==> src/rtl/cpu_id.sv <==
// ---------------------------------------------------------------------------
// cpu_id -- instruction-decode stage of the 5-stage MIPS pipeline.
//
// Takes the registered IF outputs, splits the instruction into its fields,
// extends the immediate, and reads the 32x32 GPR file. The GPR file is written
// by WB. Every output comes straight from a flop, so the stage has exactly one
// cycle of latency.
//
// Optional feature macro: WB_BYPASS_EN
//   defined   : a WB write on the same edge as the read is forwarded into
//               rs_data / rt_data, and into the $v0 value used for the
//               syscall-halt check.
//   undefined : the same-edge read returns the old GPR value. The hazard unit
//               has to stall one extra cycle to cover this.
//
// Parameters
//   HALT_V0   value of $v0 ($2) that turns a syscall into a halt
//   RESET_PC  value of pc_out after reset
//
// Ports
//   clk, clr                     clock and synchronous active-high reset
//   pc_in, ins_in,
//   cycle_count_in, halt_in      IF stage outputs
//   stall                        hold all ID outputs this cycle
//   flush                        replace the incoming instruction with a bubble
//   wb_en, wb_addr, wb_data      GPR write port, driven by WB
//   pc_out, ins_out, cycle_count registered copies of the IF values
//   opcode, funct, rs_addr,
//   rt_addr, rd_addr, shamt      decoded instruction fields
//   imm_ext                      extended immediate
//   rs_data, rt_data             GPR read data
//   valid                        1 = real instruction, 0 = bubble
//   halt                         sticky halt flag, cleared only by clr
// ---------------------------------------------------------------------------
module cpu_id #(
   parameter logic [31:0] HALT_V0  = 32'd10,
   parameter logic [31:0] RESET_PC = 32'd0
) (
   input  logic        clk,
   input  logic        clr,
   input  logic [31:0] pc_in,
   input  logic [31:0] ins_in,
   input  logic [31:0] cycle_count_in,
   input  logic        halt_in,
   input  logic        stall,
   input  logic        flush,
   input  logic        wb_en,
   input  logic [4:0]  wb_addr,
   input  logic [31:0] wb_data,
   output logic [31:0] pc_out,
   output logic [31:0] ins_out,
   output logic [5:0]  opcode,
   output logic [5:0]  funct,
   output logic [4:0]  rs_addr,
   output logic [4:0]  rt_addr,
   output logic [4:0]  rd_addr,
   output logic [4:0]  shamt,
   output logic [31:0] imm_ext,
   output logic [31:0] rs_data,
   output logic [31:0] rt_data,
   output logic        valid,
   output logic [31:0] cycle_count,
   output logic        halt
);

   // Halt FSM encoding
   localparam logic [0:0] S_RUN    = 1'b0;
   localparam logic [0:0] S_HALTED = 1'b1;

   localparam logic [5:0] OP_SPECIAL  = 6'h00;
   localparam logic [5:0] OP_ANDI     = 6'h0C;
   localparam logic [5:0] OP_ORI      = 6'h0D;
   localparam logic [5:0] OP_XORI     = 6'h0E;
   localparam logic [5:0] FN_SYSCALL  = 6'h0C;

   logic [0:0]  state;
   logic [31:0] gpr [0:31];

   // Incoming instruction fields
   logic [5:0]  in_op;
   logic [5:0]  in_fn;
   logic [4:0]  in_rs;
   logic [4:0]  in_rt;
   logic [15:0] in_imm;

   assign in_op  = ins_in[31:26];
   assign in_fn  = ins_in[5:0];
   assign in_rs  = ins_in[25:21];
   assign in_rt  = ins_in[20:16];
   assign in_imm = ins_in[15:0];

   // Writes to $0 are dropped.
   logic wb_live;
   assign wb_live = wb_en && (wb_addr != 5'd0);

   // GPR read ports. $0 is forced to zero here rather than relying on the
   // storage, so its value holds even before the first clr.
   logic [31:0] rs_rd, rt_rd, v0_rd;

   always_comb begin
      rs_rd = (in_rs == 5'd0) ? 32'd0 : gpr[in_rs];
      rt_rd = (in_rt == 5'd0) ? 32'd0 : gpr[in_rt];
      v0_rd = gpr[2];
`ifdef WB_BYPASS_EN
      if (wb_live && wb_addr == in_rs) rs_rd = wb_data;
      if (wb_live && wb_addr == in_rt) rt_rd = wb_data;
      if (wb_live && wb_addr == 5'd2)  v0_rd = wb_data;
`endif
   end

   // andi/ori/xori take a zero-extended immediate. Every other opcode
   // sign-extends, so branch offsets and lw/sw displacements work as expected.
   logic [31:0] imm_next;

   always_comb begin
      if (in_op == OP_ANDI || in_op == OP_ORI || in_op == OP_XORI)
         imm_next = {16'h0000, in_imm};
      else
         imm_next = {{16{in_imm[15]}}, in_imm};
   end

   // What happens to the ID/EX register this cycle. A halted stage freezes
   // completely, and it ignores flush as well, so the halting syscall stays
   // visible on ins_out.
   logic running, do_flush, do_load, sys_halt;

   assign running  = (state == S_RUN);
   assign do_flush = running && flush;
   assign do_load  = running && !flush && !stall;
   assign sys_halt = do_load && (in_op == OP_SPECIAL) && (in_fn == FN_SYSCALL)
                     && (v0_rd == HALT_V0);

   // The halt flag comes straight from the state flop. It rises on the same
   // edge that loads the syscall into ins_out.
   assign halt = state[0];

   always_ff @(posedge clk) begin
      if (clr) begin
         state       <= S_RUN;
         pc_out      <= RESET_PC;
         ins_out     <= 32'd0;
         opcode      <= 6'd0;
         funct       <= 6'd0;
         rs_addr     <= 5'd0;
         rt_addr     <= 5'd0;
         rd_addr     <= 5'd0;
         shamt       <= 5'd0;
         imm_ext     <= 32'd0;
         rs_data     <= 32'd0;
         rt_data     <= 32'd0;
         valid       <= 1'b0;
         cycle_count <= 32'd1;
         for (int i = 0; i < 32; i++) gpr[i] <= 32'd0;
      end else begin
         // WB writes keep committing during stall and halt, so the pipeline
         // behind this stage can drain.
         if (wb_live) gpr[wb_addr] <= wb_data;

         if (do_flush) begin
            // Bubble: the PC and cycle count still follow IF. Everything
            // that describes the instruction is cleared.
            pc_out      <= pc_in;
            ins_out     <= 32'd0;
            opcode      <= 6'd0;
            funct       <= 6'd0;
            rs_addr     <= 5'd0;
            rt_addr     <= 5'd0;
            rd_addr     <= 5'd0;
            shamt       <= 5'd0;
            imm_ext     <= 32'd0;
            rs_data     <= 32'd0;
            rt_data     <= 32'd0;
            valid       <= 1'b0;
            cycle_count <= cycle_count_in;
         end else if (do_load) begin
            pc_out      <= pc_in;
            ins_out     <= ins_in;
            opcode      <= in_op;
            funct       <= in_fn;
            rs_addr     <= in_rs;
            rt_addr     <= in_rt;
            rd_addr     <= ins_in[15:11];
            shamt       <= ins_in[10:6];
            imm_ext     <= imm_next;
            rs_data     <= rs_rd;
            rt_data     <= rt_rd;
            valid       <= 1'b1;
            cycle_count <= cycle_count_in;
         end

         if (running && (halt_in || sys_halt)) state <= S_HALTED;
      end
   end

endmodule

==> config.mk <==
export PLATFORM = sky130hd
export DESIGN_NAME = cpu_id
export DESIGN_NICKNAME = d
export VERILOG_FILES = /design/src/rtl/cpu_id.sv
export SDC_FILE = /design/constraint.sdc
export NUM_CORES = 2
export LEC_CHECK = 0
export CAP_MARGIN = 25
export CORE_ASPECT_RATIO = 0.9
export CORE_MARGIN = 2
export CORE_UTILIZATION = 50
export CTS_CLUSTER_SIZE = 12
export DETAILED_ROUTE_END_ITERATION = 8
export GPL_TIMING_DRIVEN = 0
export PLACE_DENSITY = 0.74
export SYNTH_ARGS = -nofsm -noshare
export SYNTH_HDL_FRONTEND = slang
export SYNTH_SLANG_ARGS = --single-unit
==> constraint.sdc <==
create_clock -name clk -period 3.35 [get_ports clk]
set_clock_uncertainty 0.15 [all_clocks]
set_input_delay 0.8375 -clock clk [delete_from_list [all_inputs] [get_ports clk]]
set_output_delay 0.8375 -clock clk [all_outputs]
set_load 0.01 [all_outputs]
==> results.tsv <==
metric	value	unit
DP Wirelength	195000	um
full die area	125000	um2
worst hold-check path type	reg -> reg	
Critical Path Most Common Cell	clkbuf_1	
pwr dens	514	nW/um2
Layout area overhead	18.6	%
first-pass GRT wire length	353000	um
Core ar.	121000	um2
Port Buf Inserts	359	
Hold WS	0.301	ns
total number of vias	47800	
CP peak stage delay	0.79	ns
Ys Warns	0	
failing checks	setup timing	
total gr overflow	0	
post-DR vias/cell	6.80	
vias in the first global route	45300	
reg2reg path depth	8	
synth top area cells	edfxtp_1, and2_1, mux4_2, mux2i_1, dfxtp_1	
register area share after synthesis	55.7	%
ANT nets after route	0	
Clock transition at path regs	0.06	ns
crit end category	register	
internal power	0.0274	W
Post-synth top flop	edfxtp_1	
die span in x	373	um
Post-Route Setup TNS	-11.89	ns
Reg area	34000	um2
slowest cell on the critical path	clkdlybuf4s50_1	
Cell variety after synth	61	
maxcap violations	0	
period utilization	106	%
CP Class	in -> reg	
fill count	9633	
multi-input logic area	25000	um2
FMAX	282	MHz
final hold violation count	0	
Root Buffer	clkbuf_16	
site row count	121	
status	complete, but fails checks	
Critical Path Stages	8	
fraction of layout instances using a drive strength above 1	17.2	%
Max VDD drop	0.000466	V
Leakage	26.5	nW
Async SR Flop Fraction	0	%
Mapped Cells	4727	
initial DRC count	8473	
RD Place Congestion	1.08	
RSZ-0062 raised after global routing	yes	
DP Area	67500	um2
final slew viol count	0	
Remaining DRCs	0	
Clock Latency Late Sink	0.80	ns
Worst EP required	3.91	ns
sw power	0.00992	W
Buf+Inv Stages, Crit Path	4	
clock power share	40.4	%
CTS Sinks	1187	
final instance area	72500	um2
drt pass-1 iters	7	
Final nets	5445	
Slew @ Worst Pin	1.30	ns
final WL	266000	um
WP data arrival	4.11	ns
Seq pwr share	46.5	%
relative slew slack	13.1	%
H-tree depth	4	
Die Y-Extent	336	um
Yosys top cell by area	edfxtp_1	
largest net degree at the start of global routing	33	
syn_area_per_cell	12.9	um2
startpoint types	primary input	
initial antenna violation count	18	
hold path depth	2	
num ports	365	
mapped cell area	61100	um2
Yosys top cell area share	50.3	%
Logic pwr share	13.1	%
Max clock buf depth	3	
commonest non-fill, non-tap cell in the layout	edfxtp_1	
delay-heaviest family, CP	buffers and inverters	
Post-synth EDFFs	1024	
Setup Viol. Count Final	146	
TritonCTS Buffers	134	
CP max FO	10	
CP Cell Sequence	clkdlybuf4s50_1, clkbuf_4, and2_1, clkbuf_1, clkbuf_1, a21oi_1, and3_1, a211oi_2	
TritonCTS clock tree	done	
Final WS setup	-0.200	ns
Initial Util	50.5	%
fin util	59.9	%
non-filler instance count after layout	7026	
Switching Fraction	26.6	%
CTS hold repair buffers	0	
most frequent cells in the layout	edfxtp_1, and2_1, mux2i_1, clkdlybuf4s50_1, nand2_1	
GRT Total Usage	41.9	%
Cells after DPL	6754	
DR WL/cell	37.9	um
register bit total from synthesis	1187	
fin crit period	3.55	ns
[through the flow]
step / power [W] / worst slack [ns]
global placement: 0.0220 / -1.94
global route: 0.0377 / -0.116
floorplan: 0.0199 / 0.681
finish: 0.0373 / -0.200
detailed placement: 0.0222 / -1.61
CTS: 0.0368 / 0.00259
[synthesized netlist by cell type, types with 5 or more instances]
library cell and number:
o21ai_0 40, a21oi_1 132, or3_1 9, a22oi_1 37, mux2_2 37, or2_0 14
o221ai_1 23, buf_4 103, nand3b_1 11, and2_1 994, a22o_1 19, clkbuf_1 301
nor3_1 15, o221a_2 11, a211oi_2 11, edfxtp_1 1024, a2bb2oi_1 26, or2_2 46
nor2_1 104, mux4_2 263, o22ai_1 155, a221o_1 15, o21bai_1 12, nand3_1 25
mux2i_1 503, nand2_1 325, a211oi_1 8, dfxtp_1 163, o31ai_1 14, nor2b_1 21
nor4_1 24, a211o_1 5, o41ai_1 14, buf_2 97, nand4_1 19, buf_6 15
o22a_1 8, a21o_1 17, and3_1 30
[registers in the layout (all words and copies together) (netlist names)]
signal / cells
cycle_count: 32
gpr: 1024
halt: 1
imm_ext: 1
ins_out: 32
pc_out: 32
rs_data: 32
rt_data: 32
valid: 1
[routing by layer]
metal	vias up	track usage [%]	wire [um]	part of all wire (%)
met5	-	0	205	0.077
met4	20	28.1	22000	8.3
met3	996	20.3	47700	18
met2	4547	55.9	106000	40
met1	23600	53.2	90700	34
li1	18600	-	-	-
[tightest hold or removal path, delay by kind of cell (launching register included)]
kind               cells  cell delay, ns
DFF                    1            0.30
and+or+nand+nor        1            0.05
AOI/OAI and AO/OA      1            0.05
[layout make-up]
type | count | share of cell area [%]
buffer | 518 | 3.65
tap | 1599 | 2.76
inverter | 1 | 0.00518
clock buffer | 196 | 5.37
multi-input combinational | 3053 | 34.5
sequential | 1187 | 46.9
antenna | 10 | 0.0345
timing repair buffer | 411 | 6.07
clock inverter | 51 | 0.687
[what timing repair did]
| item | in CTS | in global routing |
|---|---|---|
| buffers inserted | 5 | 2 |
| setup endpoints to repair | 892 | 494 |
| pin swaps | 3 | 1 |
| cloned | 1 | 3 |
| hold endpoints to repair | 0 | 0 |
| resized for setup | 93 | 42 |
[kinds of logic (layout without fill, tap and decap cells)]
group | count (synthesis) | after routing | synth area share (%)
other | 1 | 42 | 0.00614
buffers and inverters | 522 | 1177 | 4.24
and+or+nand+nor | 1652 | 1656 | 15.2
AOI/OAI and AO/OA | 562 | 562 | 6.33
DFF | 1187 | 1187 | 55.7
muxes | 803 | 803 | 18.6
[worst paths after layout]
check,from,to,slack (ns)
max,ins_in[22],rs_data[17]$_SDFFE_PP0P_,-0.20
min,pc_out[18]$_SDFFE_PP0P_,pc_out[18]$_SDFFE_PP0P_,0.30
max reg2reg,halt$_SDFFE_PP0P_,rt_data[22]$_SDFFE_PP0P_,0.23
min reg2reg,pc_out[18]$_SDFFE_PP0P_,pc_out[18]$_SDFFE_PP0P_,0.30
[power by group through the flow]
| stage | clock (W) | combinational, W | sequential (W) |
|---|---|---|---|
| global route | 0.0154 | 0.00488 | 0.0174 |
| detailed placement | 0 | 0.00454 | 0.0176 |
| global placement | 0 | 0.00441 | 0.0176 |
| finish | 0.0150 | 0.00489 | 0.0173 |
| CTS | 0.0149 | 0.00460 | 0.0173 |
| floorplan | 0 | 0.00241 | 0.0175 |
Note: power is estimated with default switching activity, not from simulation.
